`config.mk`:
```
export PLATFORM = sky130hd
export DESIGN_NAME = png_pixel_sink
export DESIGN_NICKNAME = d
export VERILOG_FILES = /design/src/rtl/png_sink_pkg.sv /design/src/rtl/png_sink_fifo.sv /design/src/rtl/png_pixel_sink.sv
export SDC_FILE = /design/constraint.sdc
export NUM_CORES = 1
export LEC_CHECK = 0
export ABC_CLOCK_PERIOD_IN_PS = 6800
export BUFFER_PORTS_ARGS = -buffer_cell sky130_fd_sc_hd__buf_4
export CORE_ASPECT_RATIO = 0.5
export CORE_UTILIZATION = 40
export CTS_BUF_LIST = sky130_fd_sc_hd__clkbuf_8
export CTS_CLUSTER_DIAMETER = 50
export DETAILED_ROUTE_END_ITERATION = 7
export PLACE_DENSITY = 0.57
export SLEW_MARGIN = 30
export SYNTH_ARGS = -nofsm -noshare
export SYNTH_HDL_FRONTEND = slang
export SYNTH_SLANG_ARGS = --single-unit
```
`constraint.sdc`:
```
create_clock -name clk -period 6.8 [get_ports clk]
set_input_delay 0.34 -clock clk [delete_from_list [all_inputs] [get_ports clk]]
set_output_delay 0.34 -clock clk [all_outputs]
set_load 0.03 [all_outputs]
```
`src/rtl/png_sink_pkg.sv`:
```
// rtl/png_sink_pkg.sv - shared types, colortype codes and ARGB mapping for the PNG pixel sink
package png_sink_pkg;

  // Decoder colortype codes
  localparam logic [2:0] CT_GRAY  = 3'd0;
  localparam logic [2:0] CT_GRAYA = 3'd1;
  localparam logic [2:0] CT_RGB   = 3'd2;
  localparam logic [2:0] CT_RGBA  = 3'd3;
  localparam logic [2:0] CT_PLTE  = 3'd4;

  typedef enum logic {
    IDLE   = 1'b0,
    ACTIVE = 1'b1
  } state_t;

  // FIFO entry: 32-bit ARGB word plus sof/eol/eof tags
  localparam int ENTRY_W = 35;

  typedef struct packed {
    logic [31:0] data;
    logic        sof;
    logic        eol;
    logic        eof;
  } entry_t;

  // Normalise any colortype to {A,R,G,B}; unknown codes (5-7) behave like RGB
  function automatic logic [31:0] map_argb(input logic [2:0] ct,
                                           input logic [7:0] r,
                                           input logic [7:0] g,
                                           input logic [7:0] b,
                                           input logic [7:0] a);
    logic [7:0] ro, go, bo, ao;
    ro = r;
    go = g;
    bo = b;
    ao = 8'hFF;
    if (ct == CT_GRAY || ct == CT_GRAYA) begin
      go = r;
      bo = r;
    end
    if (ct == CT_GRAYA || ct == CT_RGBA) begin
      ao = a;
    end
    return {ao, ro, go, bo};
  endfunction

endpackage

```
`src/rtl/png_sink_fifo.sv`:
```
// rtl/png_sink_fifo.sv - synchronous FIFO with write-when-full-with-read support
module png_sink_fifo #(
  parameter int DEPTH = 16,
  parameter int WIDTH = 35
) (
  input  logic             clk,
  input  logic             rstn,
  input  logic             wr,
  input  logic [WIDTH-1:0] wr_data,
  input  logic             rd,
  output logic [WIDTH-1:0] rd_data,
  output logic             full,
  output logic             empty
);

  localparam int AW = $clog2(DEPTH);

  logic [WIDTH-1:0] mem [DEPTH];
  logic [AW-1:0]    wr_ptr;
  logic [AW-1:0]    rd_ptr;
  logic [AW:0]      count;
  logic             do_rd;
  logic             do_wr;

  assign full    = (count == (AW+1)'(DEPTH));
  assign empty   = (count == '0);
  assign rd_data = mem[rd_ptr];

  // A pop frees the slot the same cycle, so a full FIFO still takes a write alongside a read
  assign do_rd = rd && !empty;
  assign do_wr = wr && (!full || do_rd);

  // Storage, pointers and occupancy; memory is cleared so the head reads 0 out of reset
  always_ff @(posedge clk or negedge rstn) begin
    if (!rstn) begin
      for (int i = 0; i < DEPTH; i++) begin
        mem[i] <= '0;
      end
      wr_ptr <= '0;
      rd_ptr <= '0;
      count  <= '0;
    end else begin
      if (do_wr) begin
        mem[wr_ptr] <= wr_data;
        wr_ptr      <= wr_ptr + 1'b1;
      end
      if (do_rd) begin
        rd_ptr <= rd_ptr + 1'b1;
      end
      case ({do_wr, do_rd})
        2'b10:   count <= count + 1'b1;
        2'b01:   count <= count - 1'b1;
        default: count <= count;
      endcase
    end
  end

endmodule

```
`src/rtl/png_pixel_sink.sv`:
```
// rtl/png_pixel_sink.sv - ARGB-normalising, position-tagging pixel sink behind a valid/ready FIFO; optional PIX_CHECKSUM_EN adds a per-frame word sum
module png_pixel_sink
  import png_sink_pkg::*;
#(
  parameter int FIFO_DEPTH = 16,
  parameter int CNT_W      = 32
) (
  input  logic        clk,
  input  logic        rstn,
  input  logic        pix_start,
  input  logic [2:0]  colortype,
  input  logic [13:0] width,
  input  logic [31:0] height,
  input  logic        pix_valid,
  input  logic [7:0]  pix_r,
  input  logic [7:0]  pix_g,
  input  logic [7:0]  pix_b,
  input  logic [7:0]  pix_a,
  output logic        m_valid,
  input  logic        m_ready,
  output logic [31:0] m_data,
  output logic        m_sof,
  output logic        m_eol,
  output logic        m_eof,
  output logic        busy,
  output logic        frame_done,
  output logic        overflow,
  output logic        proto_err
`ifdef PIX_CHECKSUM_EN
  ,
  output logic [31:0] frame_sum,
  output logic        frame_sum_valid
`endif
);

  state_t             state;
  logic [2:0]         ct_q;
  logic [13:0]        wid_q;
  logic [31:0]        hgt_q;
  logic [13:0]        x_q;
  logic [CNT_W-1:0]   y_q;

  logic [2:0]         eff_ct;
  logic [13:0]        eff_w;
  logic [31:0]        eff_h;
  logic [13:0]        eff_x;
  logic [CNT_W-1:0]   eff_y;
  logic               geom_ok;
  logic               take;
  logic               is_sof;
  logic               is_eol;
  logic               is_eof;
  logic [31:0]        argb;
  entry_t             wr_entry;
  entry_t             head;
  logic [ENTRY_W-1:0] head_raw;
  logic               fifo_full;
  logic               fifo_empty;
  logic               fifo_rd;

  // A start in the same cycle as a pixel applies the new header to that pixel
  always_comb begin
    eff_ct  = pix_start ? colortype : ct_q;
    eff_w   = pix_start ? width     : wid_q;
    eff_h   = pix_start ? height    : hgt_q;
    eff_x   = pix_start ? '0        : x_q;
    eff_y   = pix_start ? '0        : y_q;
    geom_ok = (width != 14'd0) && (height != 32'd0);
    take    = pix_valid && (pix_start ? geom_ok : (state == ACTIVE));
    is_sof  = (eff_x == 14'd0) && (eff_y == '0);
    is_eol  = (eff_x == eff_w - 14'd1);
    is_eof  = is_eol && (32'(eff_y) == eff_h - 32'd1);
    argb    = map_argb(eff_ct, pix_r, pix_g, pix_b, pix_a);
    wr_entry.data = argb;
    wr_entry.sof  = is_sof;
    wr_entry.eol  = is_eol;
    wr_entry.eof  = is_eof;
  end

  assign fifo_rd = m_valid && m_ready;

  png_sink_fifo #(
    .DEPTH (FIFO_DEPTH),
    .WIDTH (ENTRY_W)
  ) u_fifo (
    .clk     (clk),
    .rstn    (rstn),
    .wr      (take),
    .wr_data (wr_entry),
    .rd      (fifo_rd),
    .rd_data (head_raw),
    .full    (fifo_full),
    .empty   (fifo_empty)
  );

  assign head    = entry_t'(head_raw);
  assign m_valid = !fifo_empty;
  assign m_data  = head.data;
  assign m_sof   = head.sof;
  assign m_eol   = head.eol;
  assign m_eof   = head.eof;
  assign busy    = (state == ACTIVE);

  // Frame FSM: header latch, x/y tracking, sticky error/overflow flags and frame_done pulse
  always_ff @(posedge clk or negedge rstn) begin
    if (!rstn) begin
      state      <= IDLE;
      ct_q       <= '0;
      wid_q      <= '0;
      hgt_q      <= '0;
      x_q        <= '0;
      y_q        <= '0;
      frame_done <= 1'b0;
      overflow   <= 1'b0;
      proto_err  <= 1'b0;
    end else begin
      frame_done <= 1'b0;
      if (pix_start) begin
        ct_q      <= colortype;
        wid_q     <= width;
        hgt_q     <= height;
        x_q       <= '0;
        y_q       <= '0;
        overflow  <= 1'b0;
        // Restarting an active frame is itself an error, so it survives the clear
        proto_err <= (state == ACTIVE) || !geom_ok;
        state     <= geom_ok ? ACTIVE : IDLE;
      end else if (pix_valid && state == IDLE) begin
        proto_err <= 1'b1;
      end
      if (take) begin
        // Dropped pixels still advance x/y so later tags stay on the right position
        if (fifo_full && !fifo_rd) begin
          overflow <= 1'b1;
        end
        if (is_eof) begin
          frame_done <= 1'b1;
          state      <= IDLE;
          x_q        <= '0;
          y_q        <= '0;
        end else if (is_eol) begin
          x_q <= '0;
          y_q <= eff_y + CNT_W'(1);
        end else begin
          x_q <= eff_x + 14'd1;
          y_q <= eff_y;
        end
      end
    end
  end

`ifdef PIX_CHECKSUM_EN
  logic [31:0] sum_acc;
  logic [31:0] sum_next;

  assign sum_next = (pix_start ? 32'd0 : sum_acc) + argb;

  // Running sum of every taken word, dropped ones included, published at end of frame
  always_ff @(posedge clk or negedge rstn) begin
    if (!rstn) begin
      sum_acc         <= '0;
      frame_sum       <= '0;
      frame_sum_valid <= 1'b0;
    end else begin
      frame_sum_valid <= 1'b0;
      if (take) begin
        sum_acc <= sum_next;
      end else if (pix_start) begin
        sum_acc <= '0;
      end
      if (take && is_eof) begin
        frame_sum       <= sum_next;
        frame_sum_valid <= 1'b1;
      end
    end
  end
`endif

endmodule

```
==> impl_metrics.tcl, run 1 <==
set metrics [dict create \
    cts_num_sinks 672 \
    synthTopCellsByCount "dfrtp_1, nand2_1, o21ai_0" \
    startpoint_type "flop" \
    max-cap-violations 0 \
    slew_violations 0 \
    crit_required_ns 7.41 \
    syn2layout_area_growth_pct 15.3 \
    finalPower_w 0.0157 \
    root_buffer "clkbuf_8" \
    gr-usage-all-layers 0.216 \
    critPathArrivalTime_ns 5.12 \
    synth_largest_area_cell "dfrtp_1" \
    drc_errors 0 \
    multiInputGateArea_sq_um 14700 \
    grt_pass1_wl_um 137000 \
    pwr-share-comb 0.360 \
    layout.cells.non_filler 4163 \
    yosys_register_bits 672 \
    slowest_delay_ns 0.65 \
    synthTopCellsByArea "dfrtp_1, mux4_2, o21ai_0" \
    synth.avg_cell_area_sq_um 11.2 \
    gp_congestion 0.888 \
    antenna_found_initial 2 \
    slowest_stage "nand4_4" \
    setup_viol 0 \
    synth_nets 2989 \
    max_freq_mhz 222 \
    dieArea_sq_um 82400 \
    drt-pass1-iter-count 5 \
    critical_path.top_delay_family "simple AND/OR/NAND/NOR gates" \
    ir_worst_vdd_v 0.000370 \
    rsz0062_at_grt "no" \
    vias_per_cell 5.45 \
    ioPinCount 126 \
    dp.cells 3912 \
    timing.rr.start "hgt_q[1]" \
    vias 22700 \
    async_flop_share 1.00 \
    ys_seq_area_frac 0.518 \
    grt_max_degree 165 \
    syn_area_sq_um 32500 \
    power_frac_seq 0.410 \
    wl_um 86900 \
    layout-drive-gt1-share 0.241 \
    internal-power_w 0.0103 \
    cp-end-kind "flop" \
    status "finished, final reports clean" \
    synth_cell_types 83 \
    postSynthCellCount 2888 \
    grt_pass1_vias 23000 \
    finish.utilization 0.469 \
    seqCellArea_sq_um 16800 \
    detail-route-antenna-nets 0 \
    numCtsBuffers 101 \
    cp.buffers_inverters 0 \
    insertion_delay_ns 0.77 \
    start_util 0.406 \
    tns_ns 0 \
    p_leak_nw 16.4 \
    path_max_fanout 44 \
    hpwl_um 51500 \
    r2r_end "y_q[26]" \
    fin_crit_sh 0.663 \
    die_x_um 405 \
    criticalPathCategory "flop to flop" \
    path_cells "mux2i_1 > ha_1 > nor4bb_1 > o22ai_1 > nor4_1 > o21ai_0 > or3b_2 > a22oi_2 > nand4_4 > nor2_4 > nor3_1" \
    cts_tree "built" \
    post-cts-setup-buffers 0 \
    grt_overflow 0 \
    synth_top_area_share 0.518 \
    h-tree-depth 3 \
    clock_power_share 0.230 \
    core_sq_um 79900 \
    synth_edf_count 0 \
    worst_pin_slew_ns 0.994 \
    finalHoldViolations 0 \
    clk_pin_slew_ns 0.07 \
    power_density_nw_per_um2 420 \
    period_minus_slack_ns 4.51 \
    holdPathStages 3 \
    clockBufferDepth 3 \
    cts_hold_buf 62 \
    wire_per_inst_um 20.9 \
    rrSetupSlack_ns 2.29 \
    yosysMostFrequentCell "dfrtp_1" \
    min_from "pix_a[3]" \
    p_sw_w 0.00543 \
    synth.yosys.warnings 0 \
    die_h_um 203 \
    cts_resized 0 \
    num_rows 73 \
    synthFlopType "dfrtp_1" \
    min_path_type "primary input to flop" \
    relSlewSlack 0.338 \
    hold_path_end "u_fifo.mem[520]" \
    final_nets 3092 \
    num-fill-cells 7294 \
    port_buffers 125 \
    swShare 0.345 \
    fin_skew_ns 0.0319 \
    reg2regPathDepth 11 \
    drt-initial-drc-count 1884 \
]
[power groups by stage]
stage / logic (W) / clock network, W / registers, W
6_report: 0.00567 / 0.00362 / 0.00645
5_1_grt: 0.00619 / 0.00390 / 0.00665
4_1_cts: 0.00572 / 0.00372 / 0.00648
3_5_place_dp: 0.00569 / 0 / 0.00654
3_3_place_gp: 0.00549 / 0 / 0.00652
2_1_floorplan: 0.00428 / 0 / 0.00608
[registers in the layout, summed over array words and instances, names as in the netlist]
signal and count:
frame_done 1, x_q 14, wid_q 14, overflow 1
y_q 32, u_fifo.wr_ptr 4, proto_err 1, u_fifo.count 5
busy 1, u_fifo.rd_ptr 4, u_fifo.mem 560, ct_q 3
hgt_q 32
[metrics by stage]
| stage | area, sq um | setup WS, ns | hold slack [ns] |
|---|---|---|---|
| after floorplan | 32500 | 1.79 | 0.0444 |
| after global placement | 34400 | 1.74 | 0.454 |
| final | 37500 | 2.29 | 0.0666 |
| after CTS | 37400 | 2.30 | 0.00685 |
| after detailed placement | 34600 | 1.63 | 0.457 |
| after global routing | 37500 | 1.82 | 0.0552 |
[worst min-delay path, cell delays in order]
cell and delay [ns]:
buf_4 0.07, nor2_1 0.17, o21ai_0 0.20
[metal layers]
metal / GRT usage / share of wire / vias up
li1: - / - / 10500
met1: 0.310 / 0.47 / 11500
met2: 0.341 / 0.47 / 488
met3: 0.0366 / 0.042 / 129
met4: 0.0547 / 0.018 / 0
met5: 0 / 0 / -
[worst max path at each step]
stage               cells past startpoint      start       to
floorplan                              19  pix_start   y_q[9]
global placement                       12  pix_start  y_q[26]
detailed placement                     12  pix_start  y_q[10]
CTS                                    11   hgt_q[0]  y_q[26]
global route                           11   hgt_q[1]  y_q[27]
finish                                 11   hgt_q[1]  y_q[26]
[layout make-up]
class,count,area share
antenna,2,0.000134
clock buffer,138,0.0507
clock inverter,48,0.00869
inverter,55,0.00551
multi-input combinational,1926,0.394
sequential,672,0.449
tap,1087,0.0363
timing repair buffer,235,0.0558
[cells in the final DEF, fill, tap and decap left out, types with 10 or more instances in the layout]
cell type,instances
ha_1,14
inv_1,82
nand2_1,497
mux4_2,175
mux2_2,166
a21oi_1,27
xor2_1,33
buf_12,11
nor3_1,54
clkinv_2,11
nand3_4,12
o21ai_0,452
dfrtp_1,668
xnor2_1,67
mux2i_1,40
a31oi_1,10
nand3_1,46
nor2b_1,12
dlygate4sd3_1,62
buf_4,159
o31ai_2,16
nor4_1,36
nor3b_1,12
clkbuf_8,138
or4_1,10
nand4_1,25
nor2_1,77
[cells by family (layout without fill, tap and decap cells)]
logic type / Yosys count / count (layout) / synth area share
AO/OA/AOI/OAI: 574 / 574 / 0.0993
XOR/XNOR: 100 / 100 / 0.0270
adder cells (fa/ha/maj): 15 / 15 / 0.00601
buffers and inverters: 290 / 476 / 0.0356
flip-flops: 672 / 672 / 0.518
multiplexers: 388 / 388 / 0.193
other: 0 / 2 / 0
AND/OR/NAND/NOR: 849 / 849 / 0.121
Note: power is estimated with default switching activity, not from simulation.
==> inputs of run 2 (changes only) <==
--- a/config.mk
+++ b/config.mk
@@ -5,7 +5,8 @@
 export SDC_FILE = /design/constraint.sdc
 export NUM_CORES = 1
 export LEC_CHECK = 0
-export ABC_CLOCK_PERIOD_IN_PS = 6800
+export ABC_AREA = 1
+export ABC_CLOCK_PERIOD_IN_PS = 4500
 export BUFFER_PORTS_ARGS = -buffer_cell sky130_fd_sc_hd__buf_4
 export CORE_ASPECT_RATIO = 0.5
 export CORE_UTILIZATION = 40
==> constraint.sdc (replaced) <==
create_clock -name clk -period 4.5 [get_ports clk]
set_input_delay 0.225 -clock clk [delete_from_list [all_inputs] [get_ports clk]]
set_output_delay 0.225 -clock clk [all_outputs]
set_load 0.03 [all_outputs]
==> run 2 against run 1 <==
  * Sequential power up 49%
  * Die area up 5.9%
  * Cell count up 38%
  * Largest cell class unchanged
==> impl_metrics.tcl, run 2 <==
set metrics [dict create \
    status "finished, final reports clean" \
    critical_path.top_delay_family "buffers and inverters" \
    crit_cells 7 \
    ir_worst_vdd_v 0.000329 \
    grt_max_degree 135 \
    crit_path_start "u_fifo.rd_ptr[1]" \
    diodes 0 \
    core_sq_um 84500 \
    grt_overflow 0 \
    synth_edf_count 0 \
    slowest_stage "dfrtp_4" \
    synthSimpleGateAreaFrac 0.249 \
    vias_per_cell 5.40 \
    synth_compound_area_frac 0.179 \
    async_flop_share 1.00 \
    clockBufferDepth 3 \
    synth.yosys.warnings 0 \
    fin_skew_ns 0.0288 \
    crit_required_ns 4.28 \
    gr-usage-all-layers 0.250 \
    synth_largest_area_cell "dfrtp_1" \
    ys_seq_area_frac 0.489 \
    synthTopCellsByArea "dfrtp_1, nand2_1, o21ai_0" \
    layout-drive-gt1-share 0.102 \
    detail-route-antenna-nets 0 \
    cp-endpoint "m_data[17]" \
    whs_ns 0.0827 \
    synthFlopType "dfrtp_1" \
    dieArea_sq_um 87300 \
    syn2layout_area_growth_pct 13.7 \
    worst_pin_slew_ns 0.993 \
    min_path_type "primary input to asynchronous set/reset pin" \
    num_rows 75 \
    final_common_cell "nand2_1" \
    synth_top_area_share 0.489 \
    grt_pass1_vias 29900 \
    p_leak_nw 18.7 \
    finish.utilization 0.463 \
    timing.rr.start "hgt_q[0]" \
    r2r_end "u_fifo.mem[315]" \
    synth_nets 4581 \
    insertion_delay_ns 0.78 \
    start_util 0.407 \
    wl_um 108000 \
    die_x_um 417 \
    cp.buffers_inverters 3 \
    period_minus_slack_ns 3.75 \
    ioPinCount 126 \
    yosysMostFrequentCell "nand2_1" \
    tns_ns 0 \
    synth_cell_types 47 \
    gp_congestion 0.888 \
    layout_setup_ws_ns 0.751 \
    startpoint_type "flop" \
    clk_pin_slew_ns 0.07 \
    wire_per_inst_um 18.9 \
    synth_top_family_by_area "simple AND/OR/NAND/NOR gates" \
    synth-xor-area-share 0.00484 \
    cts_resized 0 \
    reg2regPathDepth 18 \
    postSynthCellCount 4480 \
    antenna_found_initial 0 \
    top_register "u_fifo.mem" \
    drt-initial-drc-count 3098 \
    h-tree-depth 3 \
    grt_pass1_wl_um 171000 \
    max_freq_mhz 267 \
    crit_path_frequent_cell "buf_4" \
    root_buffer "clkbuf_8" \
    slew_violations 0 \
    largest_register_ffs 560 \
    finalHoldViolations 0 \
    syn_area_sq_um 34400 \
    layout_common_cells "nand2_1, o21ai_0, dfrtp_1, nor2_1, inv_1" \
    cp-end-kind "output pin" \
    hpwl_um 63600 \
    cts_num_sinks 672 \
    numCtsBuffers 102 \
    synth_fa_ha_area_frac 0.00567 \
    setup_viol 0 \
    die_h_um 209 \
    fin_crit_sh 0.833 \
    max-cap-violations 0 \
    drt-pass1-iter-count 6 \
    dpl_cell_area_sq_um 36200 \
    port_buffers 125 \
    yosys_register_bits 672 \
    path_cells "inv_4 > buf_4 > o21ai_0 > o221ai_1 > o211ai_1 > nand2_1 > buf_4" \
    slowest_delay_ns 0.76 \
    rrSetupSlack_ns 1.17 \
    path_max_fanout 55 \
    criticalPathCategory "flop to output pin" \
    top_regs "u_fifo.mem (560), hgt_q (32), y_q (32)" \
    pre_cts_slack_ns 0.862 \
    critPathArrivalTime_ns 3.52 \
    synth.avg_cell_area_sq_um 7.68 \
    stdcell_area_sq_um 39100 \
    drc_errors 0 \
    power_density_nw_per_um2 623 \
    rsz0062_at_grt "no" \
    cts_tree "built" \
    final_nets 4641 \
    vias 31000 \
    synth_mux_area_frac 0 \
    relSlewSlack 0.337 \
    synthTopCellsByCount "nand2_1, o21ai_0, dfrtp_1" \
]
[run 2: cell types whose count changed after synthesis, sizes merged, moves of 22 or more]
cell / delta
nand3: +139
mux2: -166
nand2: +719
o31ai: -22
o221ai: +107
mux4: -175
nor2: +474
nor3: -38
clkbuf: +63
mux2i: -47
o22ai: +22
inv: +246
xnor2: -66
o21ai: +438
[run 2: per-layer routing]
layer	GRT usage	vias to the layer above	wire length (um)
met1	0.363	14900	51000
met3	0.0430	185	7450
met4	0.0729	0	2710
met5	0	-	0
li1	-	14900	-
met2	0.381	1049	47200
[run 2: cells by family (layout without fill, tap and decap cells)]
group           after synthesis  after routing
buf+inv                     604            745
compound gates             1111           1111
simple gates               2059           2059
xor+xnor                     19             19
fa+ha+maj                    15             15
flops                       672            672
[run 2: worst min path at each step]
stage	slack [ns]	from	cells past startpoint	end
2_1_floorplan	-0.07	rstn	0	busy
3_3_place_gp	0.34	rstn	1	wid_q[10]
3_5_place_dp	0.33	rstn	1	wid_q[10]
4_1_cts	0.02	pix_g[2]	5	u_fifo.mem[258]
5_1_grt	0.12	rstn	2	wid_q[10]
6_report	0.08	rstn	2	wid_q[10]
[run 2: where the power goes]
| part | total, W | switching, W | internal (W) |
|---|---|---|---|
| Sequential | 0.00961 | 0.00136 | 0.00825 |
| Clock | 0.00541 | 0.00260 | 0.00280 |
| Combinational | 0.00936 | 0.00613 | 0.00323 |
| Total | 0.0244 | 0.0101 | 0.0143 |
[run 2: final cells by class]
| cell class | count | area, sq um |
|---|---|---|
| fillers | 8449 | 45300 |
| flip-flops and latches | 672 | 16800 |
| multi-input cells | 3204 | 15200 |
| repair buffers | 257 | 2410 |
| clock buffers | 138 | 1900 |
| well taps | 1116 | 1400 |
| inverters | 303 | 1150 |
| clock inverters | 47 | 272 |
[run 2: metrics by stage]
step	cells	power, W
2_1_floorplan	4480	0.0157
4_1_cts	5736	0.0245
5_1_grt	5737	0.0262
3_3_place_gp	5479	0.0188
3_5_place_dp	5480	0.0190
6_report	5737	0.0244
[run 2: timing repair]
item | CTS | global route
buffers inserted | 0 | 0
hold buffers | 71 | 0
endpoints found under the hold margin | 394 | 0
==> inputs of run 3 (changes only) <==
--- a/config.mk
+++ b/config.mk
@@ -6,7 +6,7 @@
 export NUM_CORES = 1
 export LEC_CHECK = 0
 export ABC_AREA = 1
-export ABC_CLOCK_PERIOD_IN_PS = 4500
+export ABC_CLOCK_PERIOD_IN_PS = 3600
 export BUFFER_PORTS_ARGS = -buffer_cell sky130_fd_sc_hd__buf_4
 export CORE_ASPECT_RATIO = 0.5
 export CORE_UTILIZATION = 40
==> constraint.sdc (replaced) <==
create_clock -name clk -period 3.6 [get_ports clk]
set_input_delay 0.18 -clock clk [delete_from_list [all_inputs] [get_ports clk]]
set_output_delay 0.18 -clock clk [all_outputs]
set_load 0.03 [all_outputs]
==> run 3 against run 2 <==
  * Clock power increased by 34%
  * Design area increased by 2.1%
  * Sequential power increased by 24%
  * Via count increased by 0.59%
  * First-iteration DRC count increased by 1.0%
  * Flip-flop and latch count unchanged
  * Clock-buffer cell count increased by 4
  * Power increased by 28%
  * Critical path depth unchanged
  * Routed wire length increased by 1.6%
  * Sequential share of layout area decreased by 0.89 points
  * Critical endpoint is now m_data[15]
  * Largest power group is now combinational cells
==> impl_metrics.tcl, run 3 (synthesis gave the netlist of run 2 again) <==
set metrics [dict create \
    status "finished, final reports clean" \
    gp_congestion 0.887 \
    seqCellArea_sq_um 16800 \
    grt_pass1_vias 30400 \
    relSlewSlack 0.430 \
    layout_common_cells "nand2_1, o21ai_0, dfrtp_1, nor2_1, inv_1" \
    die_h_um 209 \
    power_density_nw_per_um2 782 \
    vias_per_cell 5.38 \
    gr-usage-all-layers 0.255 \
    clk_pin_slew_ns 0.07 \
    final_nets 4694 \
    root_buffer "clkbuf_8" \
    clockBufferDepth 3 \
    start_util 0.407 \
    layout.cells.non_filler 5797 \
    wl_um 110000 \
    clock_power_share 0.233 \
    antenna_found_initial 1 \
    criticalPathCategory "flop to output pin" \
    grt_overflow 0 \
    rsz0062_at_grt "no" \
    crit_required_ns 3.42 \
    fin_skew_ns 0.0415 \
    top_register "u_fifo.mem" \
    power_frac_seq 0.381 \
    drt-pass1-iter-count 6 \
    vias 31200 \
    post-cts-setup-buffers 0 \
    startpoint_type "flop" \
    h-tree-depth 3 \
    ioPinCount 126 \
    drc_errors 0 \
    port_buffers 125 \
    insertion_delay_ns 0.78 \
    hpwl_um 67300 \
    stdcell_area_sq_um 39900 \
    max_freq_mhz 298 \
    drt-initial-drc-count 3130 \
    min_path_type "primary input to asynchronous set/reset pin" \
    slowest_delay_ns 0.60 \
    num-fill-cells 8444 \
    max-cap-violations 0 \
    slew_violations 0 \
    cts_num_sinks 672 \
    final_common_cell "nand2_1" \
    cts_tree "built" \
    syn2layout_area_growth_pct 16.1 \
    finalHoldViolations 0 \
    detail-route-antenna-nets 0 \
    numCtsBuffers 105 \
    num_rows 75 \
    p_leak_nw 19.1 \
    wire_per_inst_um 19.0 \
    period_minus_slack_ns 3.35 \
    internal-power_w 0.0185 \
    multiInputGateArea_sq_um 15200 \
    dieArea_sq_um 87300 \
    p_sw_w 0.0128 \
    grt_max_degree 123 \
    cp-end-kind "output pin" \
    layout-drive-gt1-share 0.113 \
    top_regs "u_fifo.mem (560), hgt_q (32), y_q (32)" \
    core_sq_um 84500 \
    fin_crit_sh 0.931 \
    rrSetupSlack_ns 0.56 \
    worst_pin_slew_ns 0.856 \
    crit_path_frequent_cell "buf_4" \
    grt_pass1_wl_um 175000 \
    path_max_fanout 100 \
    slowest_stage "dfrtp_4" \
    ir_worst_vdd_v 0.000468 \
    largest_register_ffs 560 \
    path_cells "inv_8 > buf_4 > o21ai_0 > o221ai_1 > o211ai_1 > nand2_1 > buf_4" \
    pwr-share-comb 0.386 \
    dp.cells 5521 \
    dpl_cell_area_sq_um 36700 \
    setup_viol 0 \
    critPathArrivalTime_ns 3.17 \
    swShare 0.409 \
    die_x_um 417 \
]
run 3: cell types whose count changed in the layout (fill, tap and decap cells not counted), sizes merged:
cell         delta
buf            +41
bufinv          +5
clkbuf          +4
clkinv         +10
clkinvlp        +1
diode           +1
dlygate4sd3     +9
inv            -11
run 3: power by group through the flow:
stage               logic (W)  clock network (W)  registers (W)
finish                 0.0120            0.00727         0.0119
CTS                    0.0120            0.00742         0.0119
global route           0.0135            0.00774         0.0122
detailed placement     0.0120                  0         0.0120
floorplan             0.00817                  0         0.0114
global placement       0.0118                  0         0.0119
run 3: final cells by class:
| type | count | share of cell area |
|---|---|---|
| sequential | 672 | 0.421 |
| multi-input combinational | 3204 | 0.380 |
| timing repair buffer | 307 | 0.0758 |
| clock buffer | 142 | 0.0489 |
| tap | 1116 | 0.0350 |
| inverter | 303 | 0.0288 |
| clock inverter | 52 | 0.0106 |
| antenna | 1 | 0.0000627 |
run 3: what timing repair did:
action	4_1_cts	5_1_grt
gates resized for setup	0	1
hold buffers	80	0
endpoints found under the hold margin	504	0
setup endpoints to repair	0	6
run 3: metal layers:
metal	GRT usage	up-vias	wire, um
met5	0	-	0
met4	0.0691	0	2530
met3	0.0422	166	6840
met2	0.391	953	48200
met1	0.373	15000	52500
li1	-	15000	-
run 3: metrics by stage:
step	setup slack [ns]	util	setup TNS [ns]	hold WS (ns)	total power [W]
floorplan	1.17	-	0	-0.116	0.0196
global placement	0.0655	0.435	0	0.276	0.0237
detailed placement	-0.0234	0.435	-0.0910	0.276	0.0239
CTS	0.151	0.472	0	0.0103	0.0313
global route	0.0427	0.473	0	0.0353	0.0335
finish	0.250	0.473	0	0.0352	0.0312
run 3: final timing paths:
path | cells past startpoint | from | end
worst min-delay path | 2 | rstn | u_fifo.mem[82]
worst max register to register | 10 | u_fifo.count[1] | u_fifo.mem[471]
worst min register to register | 2 | u_fifo.mem[382] | u_fifo.mem[382]
worst max-delay path | 7 | u_fifo.rd_ptr[0] | m_data[15]
min in group clk | 3 | pix_r[0] | u_fifo.mem[194]
max in group asynchronous | 3 | rstn | hgt_q[29]
run 3: worst max-delay path, delay by kind of cell (launching register included):
family / cells / cell delay [ns]
and+or+nand+nor: 1 / 0.13
AOI/OAI and AO/OA: 3 / 0.43
buffers and inverters: 3 / 1.16
DFF: 1 / 0.60
